==> src/rtl/video_timing_gen.sv <==
// Raster timing generator: hsync/vsync/de and active x/y from two four-phase FSMs.
// Define VIDEO_TIMING_SYNC_NEG_EN for active-low hsync/vsync (idle and reset level 1).
module video_timing_gen #(
    parameter int ADDR_W   = 11,
    parameter int H_ACTIVE = 1280,
    parameter int H_FP     = 110,
    parameter int H_SYNC   = 40,
    parameter int H_BP     = 220,
    parameter int V_ACTIVE = 720,
    parameter int V_FP     = 5,
    parameter int V_SYNC   = 5,
    parameter int V_BP     = 20
) (
    input  logic              clk,
    input  logic              rst,
    input  logic              en,
    output logic              hsync,
    output logic              vsync,
    output logic              de,
    output logic [ADDR_W-1:0] x,
    output logic [ADDR_W-1:0] y,
    output logic              line_end,
    output logic              frame_start
);

    typedef enum logic [1:0] {H_ACT, H_FRONT, H_SYNCS, H_BACK} h_state_t;
    typedef enum logic [1:0] {V_ACT, V_FRONT, V_SYNCS, V_BACK} v_state_t;

`ifdef VIDEO_TIMING_SYNC_NEG_EN
    localparam logic SYNC_IDLE = 1'b1;
`else
    localparam logic SYNC_IDLE = 1'b0;
`endif

    localparam logic [ADDR_W-1:0] H_ACT_LAST  = ADDR_W'(H_ACTIVE - 1);
    localparam logic [ADDR_W-1:0] H_FP_LAST   = ADDR_W'(H_FP - 1);
    localparam logic [ADDR_W-1:0] H_SYNC_LAST = ADDR_W'(H_SYNC - 1);
    localparam logic [ADDR_W-1:0] H_BP_LAST   = ADDR_W'(H_BP - 1);
    localparam logic [ADDR_W-1:0] V_ACT_LAST  = ADDR_W'(V_ACTIVE - 1);
    localparam logic [ADDR_W-1:0] V_FP_LAST   = ADDR_W'(V_FP - 1);
    localparam logic [ADDR_W-1:0] V_SYNC_LAST = ADDR_W'(V_SYNC - 1);
    localparam logic [ADDR_W-1:0] V_BP_LAST   = ADDR_W'(V_BP - 1);

    h_state_t          r_h_state, w_h_state_nxt;
    v_state_t          r_v_state, w_v_state_nxt;
    logic [ADDR_W-1:0] r_h_cnt, w_h_cnt_nxt;
    logic [ADDR_W-1:0] r_v_cnt, w_v_cnt_nxt;
    logic [ADDR_W-1:0] w_h_last_val, w_v_last_val;
    logic              w_h_last, w_v_last, w_line_end, w_de;

    logic              r_hsync, r_vsync, r_de, r_line_end, r_frame_start;
    logic [ADDR_W-1:0] r_x, r_y;

    always_comb begin
        w_h_state_nxt = r_h_state;
        w_h_cnt_nxt   = r_h_cnt + ADDR_W'(1);
        w_h_last_val  = H_ACT_LAST;
        case (r_h_state)
            H_ACT:   w_h_last_val = H_ACT_LAST;
            H_FRONT: w_h_last_val = H_FP_LAST;
            H_SYNCS: w_h_last_val = H_SYNC_LAST;
            H_BACK:  w_h_last_val = H_BP_LAST;
            default: w_h_last_val = H_ACT_LAST;
        endcase
        w_h_last   = (r_h_cnt == w_h_last_val);
        w_line_end = (r_h_state == H_BACK) && w_h_last;
        if (w_h_last) begin
            w_h_cnt_nxt = '0;
            case (r_h_state)
                H_ACT:   w_h_state_nxt = H_FRONT;
                H_FRONT: w_h_state_nxt = H_SYNCS;
                H_SYNCS: w_h_state_nxt = H_BACK;
                H_BACK:  w_h_state_nxt = H_ACT;
                default: w_h_state_nxt = H_ACT;
            endcase
        end
    end

    // Vertical FSM only steps on the last pixel of a line.
    always_comb begin
        w_v_state_nxt = r_v_state;
        w_v_cnt_nxt   = r_v_cnt;
        w_v_last_val  = V_ACT_LAST;
        case (r_v_state)
            V_ACT:   w_v_last_val = V_ACT_LAST;
            V_FRONT: w_v_last_val = V_FP_LAST;
            V_SYNCS: w_v_last_val = V_SYNC_LAST;
            V_BACK:  w_v_last_val = V_BP_LAST;
            default: w_v_last_val = V_ACT_LAST;
        endcase
        w_v_last = (r_v_cnt == w_v_last_val);
        if (w_line_end) begin
            if (w_v_last) begin
                w_v_cnt_nxt = '0;
                case (r_v_state)
                    V_ACT:   w_v_state_nxt = V_FRONT;
                    V_FRONT: w_v_state_nxt = V_SYNCS;
                    V_SYNCS: w_v_state_nxt = V_BACK;
                    V_BACK:  w_v_state_nxt = V_ACT;
                    default: w_v_state_nxt = V_ACT;
                endcase
            end else begin
                w_v_cnt_nxt = r_v_cnt + ADDR_W'(1);
            end
        end
        w_de = (r_h_state == H_ACT) && (r_v_state == V_ACT);
    end

    always_ff @(posedge clk) begin
        if (rst) begin
            r_h_state     <= H_ACT;
            r_v_state     <= V_ACT;
            r_h_cnt       <= '0;
            r_v_cnt       <= '0;
            r_hsync       <= 1'b0;
            r_vsync       <= 1'b0;
            r_de          <= 1'b0;
            r_x           <= '0;
            r_y           <= '0;
            r_line_end    <= 1'b0;
            r_frame_start <= 1'b0;
        end else if (en) begin
            r_h_state     <= w_h_state_nxt;
            r_v_state     <= w_v_state_nxt;
            r_h_cnt       <= w_h_cnt_nxt;
            r_v_cnt       <= w_v_cnt_nxt;
            r_hsync       <= (r_h_state == H_SYNCS);
            r_vsync       <= (r_v_state == V_SYNCS);
            r_de          <= w_de;
            r_x           <= w_de ? r_h_cnt : '0;
            r_y           <= w_de ? r_v_cnt : '0;
            r_line_end    <= w_line_end;
            r_frame_start <= w_de && (r_h_cnt == '0) && (r_v_cnt == '0);
        end else begin
            // Stalled: hold everything, but one-shot pulses must not repeat.
            r_line_end    <= 1'b0;
            r_frame_start <= 1'b0;
        end
    end

    assign hsync       = r_hsync ^ SYNC_IDLE;
    assign vsync       = r_vsync ^ SYNC_IDLE;
    assign de          = r_de;
    assign x           = r_x;
    assign y           = r_y;
    assign line_end    = r_line_end;
    assign frame_start = r_frame_start;

endmodule

==> config.mk <==
export PLATFORM = sky130hd
export DESIGN_NAME = video_timing_gen
export DESIGN_NICKNAME = d
export VERILOG_FILES = /design/src/rtl/video_timing_gen.sv
export SDC_FILE = /design/constraint.sdc
export NUM_CORES = 1
export LEC_CHECK = 0
export ABC_CLOCK_PERIOD_IN_PS = 2200
export CORE_MARGIN = 8
export CORE_UTILIZATION = 49
export CTS_CLUSTER_SIZE = 28
export DETAILED_ROUTE_END_ITERATION = 10
export GPL_ROUTABILITY_DRIVEN = 0
export HOLD_SLACK_MARGIN = 0.06
export PLACE_DENSITY = 0.75
export SYNTH_ARGS = -nofsm -noshare
export SYNTH_HDL_FRONTEND = slang
export SYNTH_SLANG_ARGS = --single-unit
==> constraint.sdc <==
create_clock -name clk -period 2.2 [get_ports clk]
set_input_delay 0.55 -clock clk [delete_from_list [all_inputs] [get_ports clk]]
set_output_delay 0.55 -clock clk [all_outputs]
set_load 0.005 [all_outputs]
# Yosys cells after proc, flatten, opt, wreduce, memory -nomap -nowiden
# Cells that the tools add are included.
# classes
n_addsub	2
multipliers	0
div	0
magnitude_cmp	0
eq_ne	8
n_shift	0
n_mux	8
bitwise	1
reduce_logical	13
# op_table
op	n
2-to-1 mux 11 bit	4
case mux 11 bit (4 select lines)	1
case mux 11 bit (3 select lines)	1
adder 11 x 1 -> 11 bit, second input constant	2
== test 11 bit	2
zero test 11 bit	2
case mux 2 bit (4 select lines)	2
== test 2 bit, second input constant	4
== test 2 x 1 -> 1 bit, second input constant	2
logical AND 1 bit	4
zero test 2 bit	2
AND reduction 2 bit	2
OR reduction 2 bit	2
AND reduction 3 bit	1
NOT 1 bit	1
# totals
ff_bits	53
latch_bits	0
ram_bits	0
rom_bits	0
output_inout_bits	27
n_memories	0

# Longest topological paths before layout
# Gate-level depths: netlist (run 1).
# depth
word_depth	5
ltp_mapped	9
ltp_nobuf	7

# Worst setup path before layout (run 1)
# OpenSTA, ideal clock, no wires.
# synth_timing
kind	flip-flop to flip-flop
startpoint	reg r_h_state[0]
endpoint	reg r_v_cnt[4]
setup_ps	74
arrival_time_ps	2350
t_required_ps	2126
path_slack_ps	-224
path_stages_with_launch	9
path_buffers	1
period_less_slack_ps	2424
cell_sequence	dfxtp_1 inv_1 ha_1 xor2_1 nand4_1 or4_1 buf_2 or4_1 a31oi_1
# synth_between
elab_chain_cells	5
elab_cells_between_ends	8
classes_between	4 x eq/ne; 1 x mux; 3 x reduce/logical
# synth_rtl
element	line_no	rtl
from (decl)	44	h_state_t r_h_state, w_h_state_nxt;
from (signal assigned)	123	r_h_state <= w_h_state_nxt;
== test 2 bit (tied with other cells)	58, 66	
case mux 11 bit (4 select lines)	58	case (r_h_state)
== test 11 bit	65	w_h_last = (r_h_cnt == w_h_last_val);
logical AND 1 bit (*)	66	w_line_end = (r_h_state == H_BACK) && w_h_last;
AND reduction 2 bit (no source line) (*)	--	
to (signal assigned)	126	r_v_cnt <= w_v_cnt_nxt;
to (decl)	47	logic [ADDR_W-1:0] r_v_cnt, w_v_cnt_nxt;
# Every way passes the cells marked *; elsewhere a longest branch is shown, timed or not. The select of a mux whose other input is x is not followed.
# A chain may end at the register's enable or synchronous reset.

# Worst setup path after layout (run 1)
# layout_timing
startpoint	reg r_h_state[0]
endpoint	reg r_v_cnt[9]
# The elaborated chain is that of the path after synthesis.

==> results.sh, run 1 <==
export IMPL_status="finished with violations"
export IMPL_violations="negative setup slack"
export IMPL_topRoutingLayerUsed="met4"
export IMPL_relSlewSlack_pct=77.8
export IMPL_vias_per_cell=5.65
export IMPL_layout_min_cycle_time_ps=2370
export IMPL_clkTransAtPathRegs_ps=90
export IMPL_ctsHoldBuffers=0
export IMPL_min_delay_start="de$_SDFFE_PP0P_"
export IMPL_dr_first_iter_drc_count=143
export IMPL_drt_met1_wl_um=2830
export IMPL_die_x_um=85.7
export IMPL_syn_inst=254
export IMPL_arrival_ps=2630
export IMPL_fillers=387
export IMPL_synth_warnings=0
export IMPL_layout_common_cells="dfxtp_1, buf_4, clkdlybuf4s50_1, nor2_1, a22o_1"
export IMPL_finClkSkew_ps=8.87
export IMPL_antenna_left=0
export IMPL_synth_seq_cells=53
export IMPL_tritoncts="done"
export IMPL_async_flop_share_pct=0
export IMPL_worstPathRequired_ps=2460
export IMPL_clockBufferDepth=2
export IMPL_rows=25
export IMPL_cp_cell_sequence="buf_4 > ha_1 > xor2_1 > nand4_1 > buf_4 > or4_4 > or4_4 > a21oi_2"
export IMPL_syn2layout_area_growth_pct=31.8
export IMPL_fin_crit_sh_pct=108
export IMPL_grt_first_pass_wirelength_um=9050
export IMPL_synth_area_um2=2380
export IMPL_peakVddDrop_mv=0.472
export IMPL_rr_startpoint="r_h_state[0]$_SDFFE_PP0P_"
export IMPL_die_area_um2=7340
export IMPL_dr_wl_met2_um=2450
export IMPL_startpoint="r_h_state[0]$_SDFFE_PP0P_"
export IMPL_crit_family="simple AND/OR/NAND/NOR gates"
export IMPL_cts_max_level=2
export IMPL_fin_nets=329
export IMPL_place_detailed_hpwl_um=3830
export IMPL_fin_setup_tns_ps=-965
export IMPL_tightestPinTransition_ps=332
export IMPL_path_max_fanout=5
export IMPL_critPathCaptureType="register"
export IMPL_critPathBufInv=2
export IMPL_drcViolationCount=0
export IMPL_setup_viol=9
export IMPL_finalWirelength_um=5740
export IMPL_timing_final_ws_setup_ps=-172
export IMPL_diodes=0
export IMPL_ys_flop_type="dfxtp_1"
export IMPL_cts_root_buf="clkbuf_8"
export IMPL_ys_seq_area_share_pct=44.6
export IMPL_dr_total_vias=2079
export IMPL_p_per_area_nw_per_um2=548
export IMPL_grt_max_degree=22
export IMPL_syn_num_nets=270
export IMPL_numPortBuffers=29
export IMPL_slowest_delay_ps=570
export IMPL_rsz0062_at_grt="true"
export IMPL_synth_area_leader_cell="dfxtp_1"
export IMPL_postLayoutCellArea_um2=3130
export IMPL_drive_above_1_share_pct=21.0
export IMPL_yosysUniqueCellTypes=39
export IMPL_hold_class="reg -> reg"
export IMPL_numCtsBuffers=5
export IMPL_p_leak_nw=1.29
export IMPL_cts_sinks=53
export IMPL_fmax_mhz=422
export IMPL_firstDrtPassIters=4
export IMPL_synth_area_per_cell_um2=9.36
export IMPL_antenna_found_initial=0
export IMPL_final_common_cell="dfxtp_1"
export IMPL_overflow=0
export IMPL_slowest_stage="or4_4"
export IMPL_slew_violations=0
export IMPL_grt_usage_pct=15.4
export IMPL_synth_top_area_share_pct=44.6
export IMPL_maxCapViolCount=0
export IMPL_start_kind="register"
export IMPL_io_pins=30
export IMPL_core_area_um2=4690
export IMPL_grt_pass1_vias=1916
export IMPL_wl_met3_um=366
export IMPL_wire_per_inst_um=15.6
export IMPL_synth_edff_count=0
export IMPL_hold_viol_final=0
export IMPL_criticalPathCategory="reg -> reg"
export IMPL_clock_latency_ps=310
export IMPL_placed_area_um2=2910
export IMPL_die_h_um=85.7
export IMPL_netlist_top_cells_area="dfxtp_1, a22o_1, ha_1, xor2_1, nor2_1"
export IMPL_initial_core_util_pct=50.7
logic make-up after synthesis:
logic type | Yosys count | share of synthesized area [%]
mux | 5 | 2.16
simple gates | 95 | 21.3
fa+ha+maj | 13 | 6.84
buf+inv | 25 | 4.47
compound gates | 47 | 14.7
flops | 53 | 44.6
xor+xnor | 16 | 5.89
synthesized netlist by cell type (2+ instances only):
library cell	count
or4_1	7
dfxtp_1	53
nor2_1	22
ha_1	13
o22ai_1	2
xor2_1	13
clkbuf_1	14
xnor2_1	3
a21oi_1	10
or3_1	2
nand4b_1	2
nand4_1	7
nand3b_1	2
nand3_1	14
a2bb2oi_1	2
inv_1	8
nor3_1	2
nand2_1	15
a311oi_1	2
a31oi_1	3
nand2b_1	3
a22o_1	22
and3_1	10
mux2i_1	4
nor4_1	4
o21ai_0	2
timing repair:
item,in CTS,in global routing
buffers inserted,5,4
pin swaps,2,15
gates resized for setup,5,12
gates cloned,0,1
endpoints found under the hold margin,0,0
endpoints found under the setup margin,8,24
sequential cells by signal, indices dropped and copies added, names as in the netlist:
signal,count
y,11
frame_start,1
r_v_state,2
r_v_cnt,11
r_h_state,2
line_end,1
de,1
vsync,1
x,11
r_h_cnt,11
hsync,1
metal layers:
layer	vias to the layer above	global-route usage, %
li1	1035	-
met1	975	19.4
met2	60	24.1
met3	9	4.87
met4	0	5.25
met5	-	0
report_power, final:
group          internal, mW  leakage [nW]  switching, mW  total, mW
registers             0.980         0.430         0.0155      0.995
clock network         0.255        0.0512          0.320      0.575
logic                0.0695         0.811         0.0772      0.147
worst paths after layout:
kind	to	slack, ps	depth (start not counted)
setup / recovery	r_v_cnt[9]$_SDFFE_PP0P_	-170	8
hold / removal	de$_SDFFE_PP0P_	460	1
setup reg to reg	r_v_cnt[9]$_SDFFE_PP0P_	-170	8
hold reg to reg	de$_SDFFE_PP0P_	460	1
stage by stage:
step	std cells	util (%)	setup WS, ps	total power [mW]	hold slack [ps]
after floorplan	254	-	-44.0	1.10	451
after global placement	351	62.0	-377	1.16	434
after detailed placement	351	62.0	-412	1.16	440
after CTS	364	65.3	-193	1.73	461
after global routing	368	66.8	-258	1.78	494
final	368	66.8	-172	1.72	459
worst register-to-register path, cell delays in order, from the launching register on:
cell and delay (ps):
dfxtp_2 340, buf_4 140, ha_1 200, xor2_1 160
nand4_1 170, buf_4 180, or4_4 570, or4_4 440
a21oi_2 120
final cells by class:
class | instances | area, um^2 | share of cell area, %
Clock buffer | 6 | 82.6 | 2.63
Clock inverter | 2 | 13.8 | 0.439
Inverter | 8 | 30.0 | 0.958
Multi-Input combinational cell | 177 | 1290 | 41.3
Sequential cell | 53 | 1060 | 33.9
Tap cell | 54 | 67.6 | 2.16
Timing Repair Buffer | 68 | 583 | 18.6
(Power assumes the default switching activity.)
==> run 2, diff against run 1 <==
==> config.mk (replaced) <==
export PLATFORM = sky130hd
export DESIGN_NAME = video_timing_gen
export DESIGN_NICKNAME = d
export VERILOG_FILES = /design/src/rtl/video_timing_gen.sv
export SDC_FILE = /design/constraint.sdc
export NUM_CORES = 1
export LEC_CHECK = 0
export ABC_CLOCK_PERIOD_IN_PS = 3000
export CELL_PAD_IN_SITES_DETAIL_PLACEMENT = 1
export CELL_PAD_IN_SITES_GLOBAL_PLACEMENT = 1
export CORE_MARGIN = 8
export CORE_UTILIZATION = 45
export CTS_CLUSTER_SIZE = 28
export DETAILED_ROUTE_END_ITERATION = 10
export GPL_ROUTABILITY_DRIVEN = 0
export HOLD_SLACK_MARGIN = 0.06
export PLACE_DENSITY_LB_ADDON = 0.1
export SYNTH_ARGS = -nofsm -noshare
export SYNTH_HDL_FRONTEND = slang
export SYNTH_SLANG_ARGS = --single-unit
==> constraint.sdc (replaced) <==
create_clock -name clk -period 3 [get_ports clk]
set_input_delay 0.75 -clock clk [delete_from_list [all_inputs] [get_ports clk]]
set_output_delay 0.75 -clock clk [all_outputs]
set_load 0.005 [all_outputs]
==> run 2 against run 1 <==
Count of clock-buffer cells in the layout unchanged. Power is 29% lower. First-iteration DRC count shrank 44%. Maximum frequency shrank 12%. Highest routed layer unchanged. Die area increased by 7.2%. The run now ends clean. Largest power group unchanged. Sequential share of layout area is 3.6 points higher.
==> results.sh, run 2 (same netlist as run 1, synthesis figures left out) <==
export IMPL_maxCapViolCount=0
export IMPL_slew_violations=0
export IMPL_finalNonFillerCells=352
export IMPL_path_max_fanout=13
export IMPL_dr_first_iter_drc_count=80
export IMPL_start_kind="register"
export IMPL_tightestPinTransition_ps=398
export IMPL_rows=26
export IMPL_dp_cells=344
export IMPL_relSlewSlack_pct=73.5
export IMPL_p_leak_nw=1.11
export IMPL_place_detailed_hpwl_um=4430
export IMPL_final_common_cell="dfxtp_1"
export IMPL_setup_viol=0
export IMPL_final_util_pct=55.3
export IMPL_arrival_ps=2930
export IMPL_vias_per_cell=5.63
export IMPL_antenna_found_initial=0
export IMPL_rr_startpoint="r_h_state[0]$_SDFFE_PP0P_"
export IMPL_syn2layout_area_growth_pct=18.8
export IMPL_clkTransAtPathRegs_ps=100
export IMPL_hold_class="reg -> reg"
export IMPL_slowest_delay_ps=670
export IMPL_grt_pass1_vias=1934
export IMPL_tritoncts="done"
export IMPL_min_to="de$_SDFFE_PP0P_"
export IMPL_firstDrtPassIters=4
export IMPL_criticalPathCategory="reg -> reg"
export IMPL_numCtsBuffers=5
export IMPL_pre_cts_ws_ps=-24.8
export IMPL_layout_common_cells="dfxtp_1, clkdlybuf4s50_1, nor2_1, a22o_1, nand2_1"
export IMPL_worstReg2RegEnd="r_v_cnt[4]$_SDFFE_PP0P_"
export IMPL_drive_above_1_share_pct=6.74
export IMPL_clock_latency_ps=310
export IMPL_finClkSkew_ps=13.0
export IMPL_fmax_mhz=371
export IMPL_diodes=0
export IMPL_critPathCaptureType="register"
export IMPL_p_per_area_nw_per_um2=433
export IMPL_reg2reg_setup_slack_ps=310
export IMPL_hold_ws_ps=459
export IMPL_placed_area_um2=2740
export IMPL_fin_crit_sh_pct=89.8
export IMPL_wire_per_inst_um=17.4
export IMPL_fin_setup_tns_ps=0
export IMPL_status="complete, no violations"
export IMPL_p_total_mw=1.22
export IMPL_cts_root_buf="clkbuf_8"
export IMPL_cts_sinks=53
export IMPL_numPortBuffers=29
export IMPL_cts_max_level=2
export IMPL_fin_nets=297
export IMPL_layout_min_cycle_time_ps=2690
export IMPL_grt_max_degree=21
export IMPL_slowest_stage="or4_4"
export IMPL_r2r_cells=7
export IMPL_finalWirelength_um=6120
export IMPL_min_path_cells=1
export IMPL_grt_first_pass_wirelength_um=9980
export IMPL_drcViolationCount=0
export IMPL_critPathBufInv=1
export IMPL_grt_usage_pct=16.4
export IMPL_hold_viol_final=0
export IMPL_antenna_left=0
export IMPL_overflow=0
export IMPL_dr_total_vias=1983
export IMPL_initial_core_util_pct=46.6
export IMPL_die_x_um=88.7
export IMPL_min_delay_start="de$_SDFFE_PP0P_"
export IMPL_cp_cell_sequence="inv_1 > ha_1 > xor2_1 > nand4_1 > or4_4 > or4_1 > a31oi_1"
export IMPL_crit_family="simple AND/OR/NAND/NOR gates"
export IMPL_peakVddDrop_mv=0.245
export IMPL_postLayoutCellArea_um2=2830
export IMPL_rsz0062_at_grt="false"
export IMPL_timing_final_ws_setup_ps=306
export IMPL_io_pins=30
export IMPL_die_area_um2=7870
export IMPL_ctsHoldBuffers=0
export IMPL_clockBufferDepth=2
export IMPL_core_area_um2=5110
export IMPL_worstPathRequired_ps=3240
export IMPL_die_h_um=88.7
-- run 2: layout make-up --
| type | count | area, um^2 |
|---|---|---|
| inverters | 8 | 30.0 |
| multi-input cells | 176 | 1210 |
| flip-flops and latches | 53 | 1060 |
| fillers | 602 | 2280 |
| clock buffers | 6 | 72.6 |
| clock inverters | 2 | 10.0 |
| well taps | 70 | 87.6 |
| repair buffers | 37 | 350 |
-- run 2: worst max path at each step --
stage | cells past startpoint | startpoint | end
after detailed placement | 5 | en | r_v_cnt[4]$_SDFFE_PP0P_
final | 7 | r_h_state[0]$_SDFFE_PP0P_ | r_v_cnt[4]$_SDFFE_PP0P_
after global placement | 5 | en | r_v_cnt[3]$_SDFFE_PP0P_
after global routing | 7 | r_h_state[1]$_SDFFE_PP0P_ | r_v_cnt[8]$_SDFFE_PP0P_
after floorplan | 8 | r_h_state[0]$_SDFFE_PP0P_ | r_v_cnt[4]$_SDFFE_PP0P_
after CTS | 7 | r_h_state[0]$_SDFFE_PP0P_ | r_v_cnt[4]$_SDFFE_PP0P_
-- run 2: worst register-to-register path, cell delays in order, from the launching register on --
cell and delay, ps:
dfxtp_1 400, inv_1 100, ha_1 370, xor2_1 190
nand4_1 170, or4_4 670, or4_1 540, a31oi_1 180
-- run 2: power by group --
group | internal (mW) | leakage, nW | switching, mW | total, mW
clock | 0.163 | 0.0450 | 0.237 | 0.400
sequential | 0.719 | 0.429 | 0.0238 | 0.743
combinational | 0.0399 | 0.635 | 0.0405 | 0.0804
total | 0.921 | 1.11 | 0.302 | 1.22
-- run 2: metal layers --
metal  GRT usage (%)  share of wire, %  up-vias
met5               0                 0        -
met4            4.76              0.75        0
met3            3.44               3.3        6
met2            26.7                47       26
met1            21.1                49      984
li1                -                 -      967
-- run 2: timing repair --
action	4_1_cts	5_1_grt
endpoints found under the hold margin	0	0
setup buffers	0	0
resized for setup	0	1
setup endpoints to repair	0	5
